<file path="config.mk">
export PLATFORM = sky130hd
export DESIGN_NAME = tetris_vga_renderer
export DESIGN_NICKNAME = d
export VERILOG_FILES = /design/src/rtl/tetris_vga_renderer.sv
export SDC_FILE = /design/constraint.sdc
export NUM_CORES = 1
export LEC_CHECK = 0
export BUFFER_PORTS_ARGS = -buffer_cell sky130_fd_sc_hd__buf_4
export CAP_MARGIN = 10
export CORE_AREA = 5 5 291 293
export DETAILED_ROUTE_END_ITERATION = 8
export DIE_AREA = 0 0 296 298
export PLACE_DENSITY = 0.69
export SKIP_CTS_REPAIR_TIMING = 1
export SYNTH_ARGS = -nofsm -noshare
export SYNTH_HDL_FRONTEND = slang
export SYNTH_SLANG_ARGS = --single-unit
</file>
<file path="constraint.sdc">
create_clock -name clk_clk -period 3.14 [get_ports clk_clk]
set_clock_uncertainty 0.2 [all_clocks]
set_input_delay 0.157 -clock clk_clk [delete_from_list [all_inputs] [get_ports clk_clk]]
set_output_delay 0.157 -clock clk_clk [all_outputs]
set_load 0.005 [all_outputs]
</file>
<file path="src/rtl/tetris_vga_renderer.sv">
// Tetris playfield renderer for the DE2 VGA DAC.
// Generates 640x480@60 timing from the 50 MHz clock (one pixel every other
// clock), snapshots the 24 playfield rows once per frame during vertical
// blanking, and paints playfield cells, a white border and a gray background.
module tetris_vga_renderer #(
  parameter int H_VISIBLE = 640,
  parameter int H_FRONT   = 16,
  parameter int H_SYNC    = 96,
  parameter int H_BACK    = 48,
  parameter int V_VISIBLE = 480,
  parameter int V_FRONT   = 10,
  parameter int V_SYNC    = 2,
  parameter int V_BACK    = 33,
  parameter int CELL_PX   = 20,
  parameter int FIELD_X0  = 220,
  parameter bit GRID      = 1'b1
) (
  input  logic        clk_clk,
  input  logic        reset_reset_n,
  input  logic [29:0] row_0_export,
  input  logic [29:0] row_1_export,
  input  logic [29:0] row_2_export,
  input  logic [29:0] row_3_export,
  input  logic [29:0] row_4_export,
  input  logic [29:0] row_5_export,
  input  logic [29:0] row_6_export,
  input  logic [29:0] row_7_export,
  input  logic [29:0] row_8_export,
  input  logic [29:0] row_9_export,
  input  logic [29:0] row_10_export,
  input  logic [29:0] row_11_export,
  input  logic [29:0] row_12_export,
  input  logic [29:0] row_13_export,
  input  logic [29:0] row_14_export,
  input  logic [29:0] row_15_export,
  input  logic [29:0] row_16_export,
  input  logic [29:0] row_17_export,
  input  logic [29:0] row_18_export,
  input  logic [29:0] row_19_export,
  input  logic [29:0] row_20_export,
  input  logic [29:0] row_21_export,
  input  logic [29:0] row_22_export,
  input  logic [29:0] row_23_export,
  output logic        vga_clk,
  output logic [7:0]  vga_r,
  output logic [7:0]  vga_g,
  output logic [7:0]  vga_b,
  output logic        vga_hs,
  output logic        vga_vs,
  output logic        vga_blank_n,
  output logic        vga_sync_n,
  output logic        frame_start
);

  localparam int ROWS    = 24;
  localparam int H_TOTAL = H_VISIBLE + H_FRONT + H_SYNC + H_BACK;
  localparam int V_TOTAL = V_VISIBLE + V_FRONT + V_SYNC + V_BACK;
  localparam int HW      = $clog2(H_TOTAL);
  localparam int VW      = $clog2(V_TOTAL);
  localparam int OW      = (CELL_PX > 1) ? $clog2(CELL_PX) : 1;

  localparam logic [HW-1:0] H_LAST    = HW'(H_TOTAL - 1);
  localparam logic [HW-1:0] H_VIS     = HW'(H_VISIBLE);
  localparam logic [HW-1:0] HS_FIRST  = HW'(H_VISIBLE + H_FRONT);
  localparam logic [HW-1:0] HS_LAST   = HW'(H_VISIBLE + H_FRONT + H_SYNC - 1);
  localparam logic [VW-1:0] V_LAST    = VW'(V_TOTAL - 1);
  localparam logic [VW-1:0] V_VIS     = VW'(V_VISIBLE);
  localparam logic [VW-1:0] V_SNAP    = VW'(V_VISIBLE - 1);
  localparam logic [VW-1:0] VS_FIRST  = VW'(V_VISIBLE + V_FRONT);
  localparam logic [VW-1:0] VS_LAST   = VW'(V_VISIBLE + V_FRONT + V_SYNC - 1);
  localparam logic [HW-1:0] X_PRE     = HW'(FIELD_X0 - 1);
  localparam logic [HW-1:0] X_FIELD0  = HW'(FIELD_X0);
  localparam logic [HW-1:0] X_FEND    = HW'(FIELD_X0 + 10 * CELL_PX - 1);
  localparam logic [HW-1:0] X_BL0     = HW'(FIELD_X0 - 2);
  localparam logic [HW-1:0] X_BR0     = HW'(FIELD_X0 + 10 * CELL_PX);
  localparam logic [HW-1:0] X_BR1     = HW'(FIELD_X0 + 10 * CELL_PX + 1);
  localparam logic [OW-1:0] OFF_LAST  = OW'(CELL_PX - 1);

  localparam logic [23:0] RGB_WHITE = 24'hFF_FF_FF;
  localparam logic [23:0] RGB_GRAY  = 24'h40_40_40;

  typedef enum logic [2:0] {
    CODE_BLACK  = 3'd0,
    CODE_CYAN   = 3'd1,
    CODE_BLUE   = 3'd2,
    CODE_ORANGE = 3'd3,
    CODE_YELLOW = 3'd4,
    CODE_GREEN  = 3'd5,
    CODE_PURPLE = 3'd6,
    CODE_RED    = 3'd7
  } cell_code_e;

  function automatic logic [23:0] palette(cell_code_e code);
    case (code)
      CODE_CYAN:   return 24'h00_FF_FF;
      CODE_BLUE:   return 24'h00_00_FF;
      CODE_ORANGE: return 24'hFF_A5_00;
      CODE_YELLOW: return 24'hFF_FF_00;
      CODE_GREEN:  return 24'h00_FF_00;
      CODE_PURPLE: return 24'h80_00_80;
      CODE_RED:    return 24'hFF_00_00;
      default:     return 24'h00_00_00;
    endcase
  endfunction

  // Row inputs gathered into an array so the snapshot is a single copy.
  logic [29:0] row_in [ROWS];
  assign row_in[0]  = row_0_export;
  assign row_in[1]  = row_1_export;
  assign row_in[2]  = row_2_export;
  assign row_in[3]  = row_3_export;
  assign row_in[4]  = row_4_export;
  assign row_in[5]  = row_5_export;
  assign row_in[6]  = row_6_export;
  assign row_in[7]  = row_7_export;
  assign row_in[8]  = row_8_export;
  assign row_in[9]  = row_9_export;
  assign row_in[10] = row_10_export;
  assign row_in[11] = row_11_export;
  assign row_in[12] = row_12_export;
  assign row_in[13] = row_13_export;
  assign row_in[14] = row_14_export;
  assign row_in[15] = row_15_export;
  assign row_in[16] = row_16_export;
  assign row_in[17] = row_17_export;
  assign row_in[18] = row_18_export;
  assign row_in[19] = row_19_export;
  assign row_in[20] = row_20_export;
  assign row_in[21] = row_21_export;
  assign row_in[22] = row_22_export;
  assign row_in[23] = row_23_export;

  logic          pix_en_q, pix_en_d;
  logic          vga_clk_q, vga_clk_d;
  logic [HW-1:0] h_q, h_d;
  logic [VW-1:0] v_q, v_d;
  logic [OW-1:0] x_off_q, x_off_d;
  logic [3:0]    col_q, col_d;
  logic [OW-1:0] y_off_q, y_off_d;
  logic [4:0]    row_q, row_d;
  logic          hs_q, hs_d;
  logic          vs_q, vs_d;
  logic          blank_n_q, blank_n_d;
  logic [23:0]   rgb_q, rgb_d;
  logic          frame_start_q, frame_start_d;
  logic [29:0]   shadow_q [ROWS];
  logic [29:0]   shadow_d [ROWS];

  logic          pix_visible;
  logic          pix_hs;
  logic          pix_vs;
  logic [23:0]   pix_rgb;
  logic [29:0]   row_bits;
  cell_code_e    code;

  // Colour, sync and blanking for the pixel the counters currently point at.
  always_comb begin
    // NOTE: every signal gets a default first so no path leaves it unassigned and no latch is inferred.
    row_bits    = '0;
    code        = CODE_BLACK;
    pix_visible = (h_q < H_VIS) && (v_q < V_VIS);
    pix_hs      = !((h_q >= HS_FIRST) && (h_q <= HS_LAST));
    pix_vs      = !((v_q >= VS_FIRST) && (v_q <= VS_LAST));
    pix_rgb     = RGB_GRAY;

    if (row_q < 5'd24) row_bits = shadow_q[row_q];
    case (col_q)
      4'd0:    code = cell_code_e'(row_bits[2:0]);
      4'd1:    code = cell_code_e'(row_bits[5:3]);
      4'd2:    code = cell_code_e'(row_bits[8:6]);
      4'd3:    code = cell_code_e'(row_bits[11:9]);
      4'd4:    code = cell_code_e'(row_bits[14:12]);
      4'd5:    code = cell_code_e'(row_bits[17:15]);
      4'd6:    code = cell_code_e'(row_bits[20:18]);
      4'd7:    code = cell_code_e'(row_bits[23:21]);
      4'd8:    code = cell_code_e'(row_bits[26:24]);
      4'd9:    code = cell_code_e'(row_bits[29:27]);
      default: code = CODE_BLACK;
    endcase

    if (!pix_visible) begin
      pix_rgb = '0;
    end else if (h_q == X_BL0 || h_q == X_PRE || h_q == X_BR0 || h_q == X_BR1) begin
      pix_rgb = RGB_WHITE;
    end else if (h_q >= X_FIELD0 && h_q <= X_FEND) begin
      pix_rgb = palette(code);
      // Grid lines darken the last pixel row/column of occupied cells only.
      if (GRID && code != CODE_BLACK && (x_off_q == OFF_LAST || y_off_q == OFF_LAST))
        pix_rgb = '0;
    end
  end

  // Next-state for the pixel tick, beam counters, cell sub-counters,
  // output registers and the per-frame row snapshot.
  always_comb begin
    pix_en_d      = ~pix_en_q;
    vga_clk_d     = ~pix_en_q;
    h_d           = h_q;
    v_d           = v_q;
    x_off_d       = x_off_q;
    col_d         = col_q;
    y_off_d       = y_off_q;
    row_d         = row_q;
    hs_d          = hs_q;
    vs_d          = vs_q;
    blank_n_d     = blank_n_q;
    rgb_d         = rgb_q;
    frame_start_d = 1'b0;
    shadow_d      = shadow_q;

    if (pix_en_q) begin
      // Outputs register what the counters point at now, one tick behind them.
      hs_d      = pix_hs;
      vs_d      = pix_vs;
      blank_n_d = pix_visible;
      rgb_d     = pix_rgb;

      // Horizontal cell position restarts just before the field's first column.
      if (h_q == X_PRE) begin
        x_off_d = '0;
        col_d   = '0;
      end else if (x_off_q == OFF_LAST) begin
        x_off_d = '0;
        col_d   = col_q + 4'd1;
      end else begin
        x_off_d = x_off_q + 1'b1;
      end

      if (h_q == H_LAST) begin
        h_d = '0;
        if (v_q == V_LAST) begin
          v_d     = '0;
          y_off_d = '0;
          row_d   = '0;
        end else begin
          v_d = v_q + 1'b1;
          if (y_off_q == OFF_LAST) begin
            y_off_d = '0;
            row_d   = row_q + 5'd1;
          end else begin
            y_off_d = y_off_q + 1'b1;
          end
        end
        // Counters are about to enter vertical blanking: take the snapshot.
        if (v_q == V_SNAP) begin
          frame_start_d = 1'b1;
          shadow_d      = row_in;
        end
      end else begin
        h_d = h_q + 1'b1;
      end
    end
  end

  // State registers with asynchronous active-low reset.
  always_ff @(posedge clk_clk or negedge reset_reset_n) begin
    if (!reset_reset_n) begin
      pix_en_q      <= 1'b0;
      vga_clk_q     <= 1'b1;
      h_q           <= '0;
      v_q           <= '0;
      x_off_q       <= '0;
      col_q         <= '0;
      y_off_q       <= '0;
      row_q         <= '0;
      hs_q          <= 1'b1;
      vs_q          <= 1'b1;
      blank_n_q     <= 1'b0;
      rgb_q         <= '0;
      frame_start_q <= 1'b0;
      // NOTE: the shadow rows are ordinary flops, reset so the first frame shows an empty field.
      for (int i = 0; i < ROWS; i++) shadow_q[i] <= '0;
    end else begin
      // NOTE: non-blocking assignments so every register samples pre-edge values.
      pix_en_q      <= pix_en_d;
      vga_clk_q     <= vga_clk_d;
      h_q           <= h_d;
      v_q           <= v_d;
      x_off_q       <= x_off_d;
      col_q         <= col_d;
      y_off_q       <= y_off_d;
      row_q         <= row_d;
      hs_q          <= hs_d;
      vs_q          <= vs_d;
      blank_n_q     <= blank_n_d;
      rgb_q         <= rgb_d;
      frame_start_q <= frame_start_d;
      shadow_q      <= shadow_d;
    end
  end

  assign vga_clk     = vga_clk_q;
  assign vga_r       = rgb_q[23:16];
  assign vga_g       = rgb_q[15:8];
  assign vga_b       = rgb_q[7:0];
  assign vga_hs      = hs_q;
  assign vga_vs      = vs_q;
  assign vga_blank_n = blank_n_q;
  assign vga_sync_n  = 1'b0;
  assign frame_start = frame_start_q;

endmodule

</file>
---- Yosys cells after proc, flatten, opt, wreduce, memory -nomap -nowiden ----
Index checks and enable logic that the tools add are counted.
cells by class
  magnitude comparators ................... 10
  $add $sub $neg .......................... 6
  bitwise gates (word level) .............. 2
  multiplexer cells ....................... 23
  equal/unequal tests ..................... 25
  reduce and logical (&&, ||, !) cells .... 19
operators by type and width
  kind                                                                           number
  24-bit case mux with 7 select lines                                            1
  30-bit binary-select mux with 5-bit select                                     1
  24-bit 2-to-1 mux                                                              4
  30-bit 2-to-1 mux                                                              3
  10-bit by 9-bit == test with 1-bit output, second input constant               3
  5-bit 2-to-1 mux                                                               6
  3-bit case mux with 10 select lines                                            1
  10-bit by 1-bit adder with 10-bit output, second input constant                2
  10-bit == test, second input constant                                          2
  10-bit by 8-bit == test with 1-bit output, second input constant               2
  10-bit by 9-bit <= comparator with 1-bit output, second input constant         2
  10-bit 2-to-1 mux                                                              2
  4-bit by 3-bit == test with 1-bit output, second input constant                4
  5-bit by 1-bit adder with 5-bit output, second input constant                  3
  3-bit == test, second input constant                                           4
  5-bit == test, second input constant                                           2
  10-bit >= comparator, second input constant                                    1
  10-bit by 8-bit >= comparator with 1-bit output, second input constant         1
  10-bit by 9-bit >= comparator with 1-bit output, second input constant         1
  10-bit <= comparator, second input constant                                    1
  10-bit less-than comparator, second input constant                             1
  10-bit by 9-bit less-than comparator with 1-bit output, second input constant  1
  4-bit by 2-bit == test with 1-bit output, second input constant                2
  4-bit == test, second input constant                                           2
  18 further kinds                                                               33
storage, ports and cells
  output and inout bits ................... 30
  bits of input ports ..................... 722
  word-level logic and storage cells ...... 122
  register bits after elaboration ......... 789

---- Depth between registers and ports, before layout ----
Gate-level depths: netlist of run 1.
  depth after elaboration ................. 12
  mapped depth ............................ 13
  mapped depth without buffers ............ 10

---- Worst setup path before layout of run 1 ----
OpenSTA, ideal clock, no wires.
  kind .................................... register -> register
  start point ............................. register row_q[0]
  end point ............................... register rgb_q[22]
  buffers on the path ..................... 4
  setup time .............................. 132 ps
  period minus slack after synthesis ...... 3141 ps
  data required time ...................... 2808 ps
  arrival ................................. 2810 ps
  stages on the path, launching flop included .. 12
  setup slack ............................. -1 ps
  cell sequence ........................... dfrtp_1 buf_6 buf_8 buf_6 buf_2 mux4_2 a31oi_1 nand4_1 o31ai_1 a31oi_2 nor4b_1 or3b_1
on the way
  cells in the longest elaborated chain, start to end .. 12
  elaborated cells on any way between the ends .. 21
  those cells by class .................... order compare: 1; eq/ne: 7; mux: 10; bitwise: 1; reduce/logical: 2
RTL lines
  what                                                                      RTL line  RTL
  start: declaration                                                        140       logic [4:0] row_q, row_d;
  start signal: assignment                                                  282       row_q <= row_d;
  5-bit inverter with 6-bit output (implied by the code)                    166       if (row_q < 5'd24) row_bits = shadow_q[row_q];
  30-bit binary-select mux with 5-bit select                                166
  30-bit 2-to-1 mux (implied by the code) (2 in a row)                      166
  30-bit 2-to-1 mux (*)                                                     166
  3-bit case mux with 10 select lines (*)                                   167       case (col_q)
  3-bit == test (tied with other cells)                                     94        case (code)
  24-bit case mux with 7 select lines or 1-bit logical AND (tied branches)  94, 188
  24-bit 2-to-1 mux (*)                                                     188       if (GRID && code != CODE_BLACK && (x_off_q == OFF_LAST || y_off_q == OFF_LAST))
  24-bit 2-to-1 mux (*)                                                     185       end else if (h_q >= X_FIELD0 && h_q <= X_FEND) begin
  24-bit 2-to-1 mux (*)                                                     183       end else if (h_q == X_BL0 || h_q == X_PRE || h_q == X_BR0 || h_q == X_BR1) begin
  24-bit 2-to-1 mux (*)                                                     181       if (!pix_visible) begin
  end signal: assignment                                                    286       rgb_q <= rgb_d;
  end: declaration                                                          144       logic [23:0] rgb_q, rgb_d;
Every way passes the cells marked *; elsewhere a longest branch is shown, timed or not. The select of a mux whose other input is x is not followed.
A chain may end at the register's enable or synchronous reset.

---- Worst setup path after layout of run 1 ----
Same ends and word-level chain as after synthesis.

==> impl_metrics.csv, run 1 <==
group,metric,value,unit
power_and_ir_drop,power_density,403,nW/um^2
outcome,outcome,"complete, but fails checks",
sta,tns,-2.57,ns
grt,antenna_found_initial,34,
floorplanning,initial_core_util,43.9,%
floorplanning,die_area,88200,sq um
hold_path,worstHoldEndpoint,"shadow_q[410]",
worst_setup_path,r2r-end,"rgb_q[22]",
logic_synthesis,postSynthAreaPerCell,14.8,sq um
job,cap_viol_max_count,0,
floorplanning,core_area,81600,sq um
worst_setup_path,crit_type,"reg2reg",
hold_path,min_from,"row_10_export[20]",
worst_setup_path,r2r_setup_slack,-0.34,ns
sta,setup_viol,9,
sta,relSlewSlack,57.9,%
logic_synthesis,synth_seq_cells,774,
worst_setup_path,start_kind,"register",
detailed_routing,wl_per_cell,28.1,um
power_and_ir_drop,pwr-share-clk,46.5,%
place,gp_congestion,0.908,
clock_tree,cts_buffer_depth,3,
power_and_ir_drop,vdd_drop_max,0.390,mV
worst_setup_path,arrival,3.80,ns
cells_and_area,nets,4806,
detailed_routing,post-route-drc-count,0,
hold_path,worstHoldPathCells,3,
sta,fmax,287,MHz
power_and_ir_drop,swShare,22.7,%
cells_and_area,layout_common_cells,"buf_4, dfrtp_1, mux2_2, dlygate4sd3_1, mux4_2",
cells_and_area,final_common_cell,"buf_4",
power_and_ir_drop,p_switching,5030,uW
power_and_ir_drop,p_int,17200,uW
floorplanning,ios,752,
power_and_ir_drop,combPwrFrac,8.6,%
clock_tree,cts-htree-levels,3,
sta,rsz0062_at_grt,"yes",
logic_synthesis,async_flop_share,100,%
logic_synthesis,synth_nets,3156,
grt,track_usage,28.0,%
detailed_routing,via_count,29700,
outcome,violations,"setup timing",
logic_synthesis,synth_cell_types,77,
logic_synthesis,synth_warnings,0,
sta,period_share,111,%
worst_setup_path,crit_path_max_fanout,5,
logic_synthesis,ys.flop_type,"dfrtp_1",
clock_tree,cts.root.buffer_cell,"clkbuf_16",
detailed_routing,viasPerCell,5.67,
sta,hold_viol_final,0,
worst_setup_path,endpoint_kind,"register",
floorplanning,fp.dieH,298,um
place,hpwl,100000,um
grt,grt_pass1_vias,27800,
clock_tree,cts_sinks,774,
worst_setup_path,reg2regPathDepth,12,
detailed_routing,ant_nets,0,
grt,grt_max_degree,93,
sta,min_period,3.48,ns
floorplanning,fp-row-count,105,
logic_synthesis,postSynthCellCount,2421,
clock_tree,clkTransAtPathRegs,0.06,ns
clock_tree,cts_buffers,87,
logic_synthesis,syn-cell-area,35800,sq um
power_and_ir_drop,p_seq_share,45.0,%
hold_path,min_path_type,"in2reg",
place,portBuffers,750,
clock_tree,cts_tree,"done",
logic_synthesis,synth_edf_count,0,
cells_and_area,post_layout_nonfiller_instances,5236,
sta,final_max_slew_viol_count,0,
power_and_ir_drop,leakage,0.0263,uW
logic_synthesis,seq_area_frac_synth,54.0,%
grt,grt_pass1_wl,183000,um
detailed_routing,wl,147000,um
cells_and_area,synthToLayoutAreaGrowth,53.6,%
worst_setup_path,regToRegStartpoint,"row_q[0]",
grt,grt-ovfl-total,0,
floorplanning,die_w,296,um
detailed_routing,dr.pass1.iters,5,
sta,layout_setup_ws,-0.340,ns
cells_and_area,drive_gt1_share,50.0,%
clock_tree,clk_latency,0.66,ns
place,pre_cts_ws,-0.570,ns
place,dp_cells,4307,
detailed_routing,drtIter0Drc,2172,
worst_setup_path,worstPathRequired,3.45,ns
sta,tightest_slew,0.628,ns
-- sequential cells by signal, summed over array words and instances, names as in the netlist --
| name | count |
|---|---|
| y_off_q | 5 |
| col_q | 4 |
| frame_start | 1 |
| vga_hs | 1 |
| pix_en_q | 1 |
| rgb_q | 9 |
| x_off_q | 5 |
| vga_vs | 1 |
| shadow_q | 720 |
| v_q | 10 |
| h_q | 10 |
| row_q | 5 |
| vga_clk | 1 |
| vga_blank_n | 1 |
-- how the worst max path moves through the flow --
stage	start	endpoint	slack (ns)	cells after the start
detailed placement	row_q[0]	rgb_q[22]	-0.57	11
global route	row_q[0]	rgb_q[22]	-0.46	13
CTS	row_q[0]	rgb_q[22]	-0.60	11
finish	row_q[0]	rgb_q[22]	-0.34	12
floorplan	row_q[0]	rgb_q[22]	0.06	11
global placement	col_q[1]	rgb_q[22]	-0.67	11
-- layout make-up --
class | instances | area, sq um
inverters | 20 | 75.1
diodes | 32 | 80.1
multi-input cells | 1450 | 15600
well taps | 1070 | 1340
clock inverters | 26 | 363
flip-flops and latches | 774 | 19400
fillers | 5325 | 26500
repair buffers | 1738 | 15700
clock buffers | 126 | 2470
-- logic make-up after synthesis --
family	Yosys count	share of synthesized area [%]
muxes	972	34.6
DFF	774	54.0
and+or+nand+nor	254	3.73
AOI/OAI and AO/OA	200	3.93
buffers and inverters	197	2.98
adders and majority gates	13	0.454
xor gates and xnor gates	10	0.244
other	1	0.0105
-- power by group through the flow --
| stage | combinational, uW | sequential [uW] | clock [uW] |
|---|---|---|---|
| finish | 1910 | 9980 | 10300 |
| global route | 2000 | 9970 | 10800 |
| CTS | 1100 | 9980 | 10400 |
| detailed placement | 1100 | 10200 | 0 |
| global placement | 1090 | 10200 | 0 |
| floorplan | 8.73 | 10200 | 0 |
-- metrics by stage --
stage	hold WS, ns	instance area [sq um]	total power (uW)	util, %
2_1_floorplan	-0.339	35800	10200	-
3_3_place_gp	-0.00243	44400	11200	54.4
3_5_place_dp	0.0104	44400	11300	54.4
4_1_cts	-0.691	47200	21400	57.9
5_1_grt	0.0795	55100	22800	67.5
6_report	0.0831	55100	22200	67.5
-- layer usage --
layer  track usage [%]  wire length [um]  up-vias  part of all wire (%)
met3              7.41             10600      589                   7.2
met4              12.9             10600       12                   7.2
met2              46.6             73500     1568                    50
met1              34.3             52300    15100                    36
met5                 0                78        -                 0.053
li1                  -                 -    12400                     -
-- worst max-delay path, cell delays in order (launching register included) --
cell and delay, ns:
dfrtp_4 0.55, buf_12 0.16, clkbuf_16 0.16, buf_4 0.14, mux4_2 0.42, mux2i_1 0.20
buf_4 0.17, o22ai_2 0.10, a211oi_1 0.25, nand4_1 0.26, o21a_2 0.33, nand3_1 0.08
or3b_1 0.34
-- cell usage after synthesis, drive strengths merged, types with 10 or more instances --
cell type	number	area [sq um]
mux2i	105	1050
inv	20	75.1
nor2b	12	75.1
o21ai	55	275
clkbuf	38	143
a31oi	11	81.3
nand4	20	125
mux2	726	8180
a22oi	35	263
a21oi	21	105
dfrtp	771	19300
nand3	40	200
nor3	10	50.1
nor2	28	105
nand2	82	308
buf	139	852
a22o	11	96.3
mux4	141	3180
ha	13	163
No activity file was read; power rests on OpenSTA's default activity.
==> run 2: changes to the inputs <==
- RECOVER_POWER: not set -> 25
==> run 2 against run 1 <==
The flow still finishes with violations (setup timing). Sequential share of layout area increased by 0.079 points. Critical endpoint unchanged. Total power about the same. Critical path depth unchanged. Worst setup slack got worse by 0.025 ns. Global-route usage unchanged. Flip-flop and latch count unchanged. Non-clock buffer count unchanged. Final area decreased by 0.22%. Register-to-register slack got worse by 0.03 ns.
==> impl_metrics.csv, run 2 (synthesis results as in run 1) <==
group,metric,value,unit
worst_setup_path,arrival,3.82,ns
worst_setup_path,regToRegStartpoint,"row_q[0]",
power_and_ir_drop,vdd_drop_max,0.390,mV
clock_tree,cts.root.buffer_cell,"clkbuf_16",
grt,grt_pass1_vias,27800,
cells_and_area,synthToLayoutAreaGrowth,53.3,%
power_and_ir_drop,pwr-share-clk,46.5,%
clock_tree,cts_tree,"done",
sta,hold_viol_final,0,
floorplanning,die_w,296,um
cells_and_area,top_register,"shadow_q",
worst_setup_path,crit_chain,"buf_12 > clkbuf_16 > buf_4 > mux4_2 > mux2i_1 > buf_4 > o22ai_2 > a211oi_1 > nand4_1 > o21a_2 > nand3_1 > or3b_1",
detailed_routing,drtIter0Drc,2208,
worst_setup_path,r2r_setup_slack,-0.37,ns
worst_setup_path,worstPathRequired,3.45,ns
cells_and_area,largest_reg_flops,720,
worst_setup_path,cpMostUsedCell,"buf_4",
floorplanning,ios,752,
grt,antenna_found_initial,34,
place,gp_congestion,0.908,
hold_path,worstHoldPathCells,3,
floorplanning,initial_core_util,43.9,%
power_and_ir_drop,combPwrFrac,8.5,%
clock_tree,cts_sinks,774,
clock_tree,cts_buffers,87,
floorplanning,fp-row-count,105,
hold_path,min_path_type,"in2reg",
detailed_routing,wl,147000,um
power_and_ir_drop,finalPower,22200,uW
detailed_routing,via_count,29800,
place,portBuffers,750,
detailed_routing,ant_nets,0,
place,post_dp_cell_area,44400,sq um
power_and_ir_drop,leakage,0.0262,uW
worst_setup_path,crit_type,"reg2reg",
grt,grt_pass1_wl,183000,um
power_and_ir_drop,swShare,22.7,%
worst_setup_path,endpoint_kind,"register",
cells_and_area,regArea,19400,sq um
sta,layout_setup_ws,-0.366,ns
detailed_routing,wl_per_cell,28.1,um
grt,track_usage,28.0,%
worst_setup_path,reg2regPathDepth,12,
cells_and_area,drive_gt1_share,49.8,%
clock_tree,clkTransAtPathRegs,0.06,ns
detailed_routing,post-route-drc-count,0,
outcome,violations,"setup timing",
hold_path,worstHoldEndpoint,"shadow_q[410]",
clock_tree,clk_latency,0.66,ns
grt,grt_max_degree,93,
hold_path,min_from,"row_10_export[20]",
cells_and_area,multiInputGateArea,15600,sq um
sta,final_max_slew_viol_count,0,
sta,fmax,285,MHz
clock_tree,cts-htree-levels,3,
cells_and_area,fillers,5355,
floorplanning,fp.dieH,298,um
detailed_routing,viasPerCell,5.69,
power_and_ir_drop,p_switching,5030,uW
outcome,outcome,"complete, but fails checks",
cells_and_area,largestRegisters,"shadow_q x720, h_q x10, v_q x10",
sta,min_period,3.51,ns
worst_setup_path,r2r-end,"rgb_q[22]",
worst_setup_path,slowest_delay,0.54,ns
worst_setup_path,crit_path_max_fanout,5,
sta,setup_viol,9,
cells_and_area,nets,4806,
place,hpwl,100000,um
power_and_ir_drop,p_seq_share,45.0,%
clock_tree,cts_buffer_depth,3,
cells_and_area,layout_common_cells,"buf_4, dfrtp_1, mux2_2, dlygate4sd3_1, mux4_2",
floorplanning,core_area,81600,sq um
grt,grt-ovfl-total,0,
power_and_ir_drop,power_density,403,nW/um^2
job,cap_viol_max_count,0,
worst_setup_path,cp_slowest_cell,"dfrtp_4",
power_and_ir_drop,p_int,17100,uW
cells_and_area,final_common_cell,"buf_4",
cells_and_area,final_area,54900,sq um
sta,rsz0062_at_grt,"yes",
floorplanning,die_area,88200,sq um
worst_setup_path,start_kind,"register",
sta,relSlewSlack,2.25,%
worst_setup_path,critPathBufInv,4,
sta,tightest_slew,1.47,ns
sta,period_share,112,%
detailed_routing,dr.pass1.iters,5,
worst_setup_path,crit_family,"simple AND/OR/NAND/NOR gates",
[run 2: cell type report]
cell class,instances,area share (%)
inverters,20,0.137
multi-input cells,1450,28.4
clock buffers,126,4.50
clock inverters,26,0.660
diodes,37,0.169
well taps,1070,2.44
flip-flops and latches,774,35.3
repair buffers,1738,28.4
[run 2: tightest hold or removal path: cells and delay by family]
family	cells	cell delay [ns]
multiplexers	1	0.13
buffers and inverters	2	0.62
[run 2: worst max-delay path by stage]
stage	start	endpoint	slack (ns)	cells after the start
after global placement	col_q[1]	rgb_q[22]	-0.67	11
after CTS	row_q[0]	rgb_q[22]	-0.60	11
final	row_q[0]	rgb_q[22]	-0.37	12
after detailed placement	row_q[0]	rgb_q[22]	-0.57	11
after floorplan	row_q[0]	rgb_q[22]	0.06	11
after global routing	row_q[0]	rgb_q[22]	-0.46	13
[run 2: power by group through the flow]
stage	Combinational [uW]	Sequential (uW)	Clock [uW]
after detailed placement	1100	10200	0
after global routing	1980	9970	10800
final	1890	9980	10300
after CTS	1100	9980	10400
after global placement	1090	10200	0
after floorplan	8.73	10200	0
[run 2: metrics by stage]
step / setup TNS (ns) / util, % / setup slack, ns / hold slack [ns] / cells
after floorplan: 0 / - / 0.0636 / -0.339 / 2421
after global placement: -5.07 / 54.4 / -0.671 / -0.00243 / 4307
after detailed placement: -4.57 / 54.4 / -0.570 / 0.0104 / 4307
after CTS: -4.93 / 57.9 / -0.598 / -0.691 / 4459
after global routing: -20.46 / 67.3 / -0.458 / 0.0795 / 5229
final: -2.66 / 67.3 / -0.366 / 0.0852 / 5241
[run 2: layer usage]
metal | up-vias | GRT usage [%] | part of all wire (%)
met1 | 15200 | 34.3 | 36
met3 | 604 | 7.41 | 7.0
li1 | 12400 | - | -
met2 | 1569 | 46.6 | 50
met4 | 12 | 12.9 | 7.3
met5 | - | 0 | 0.051
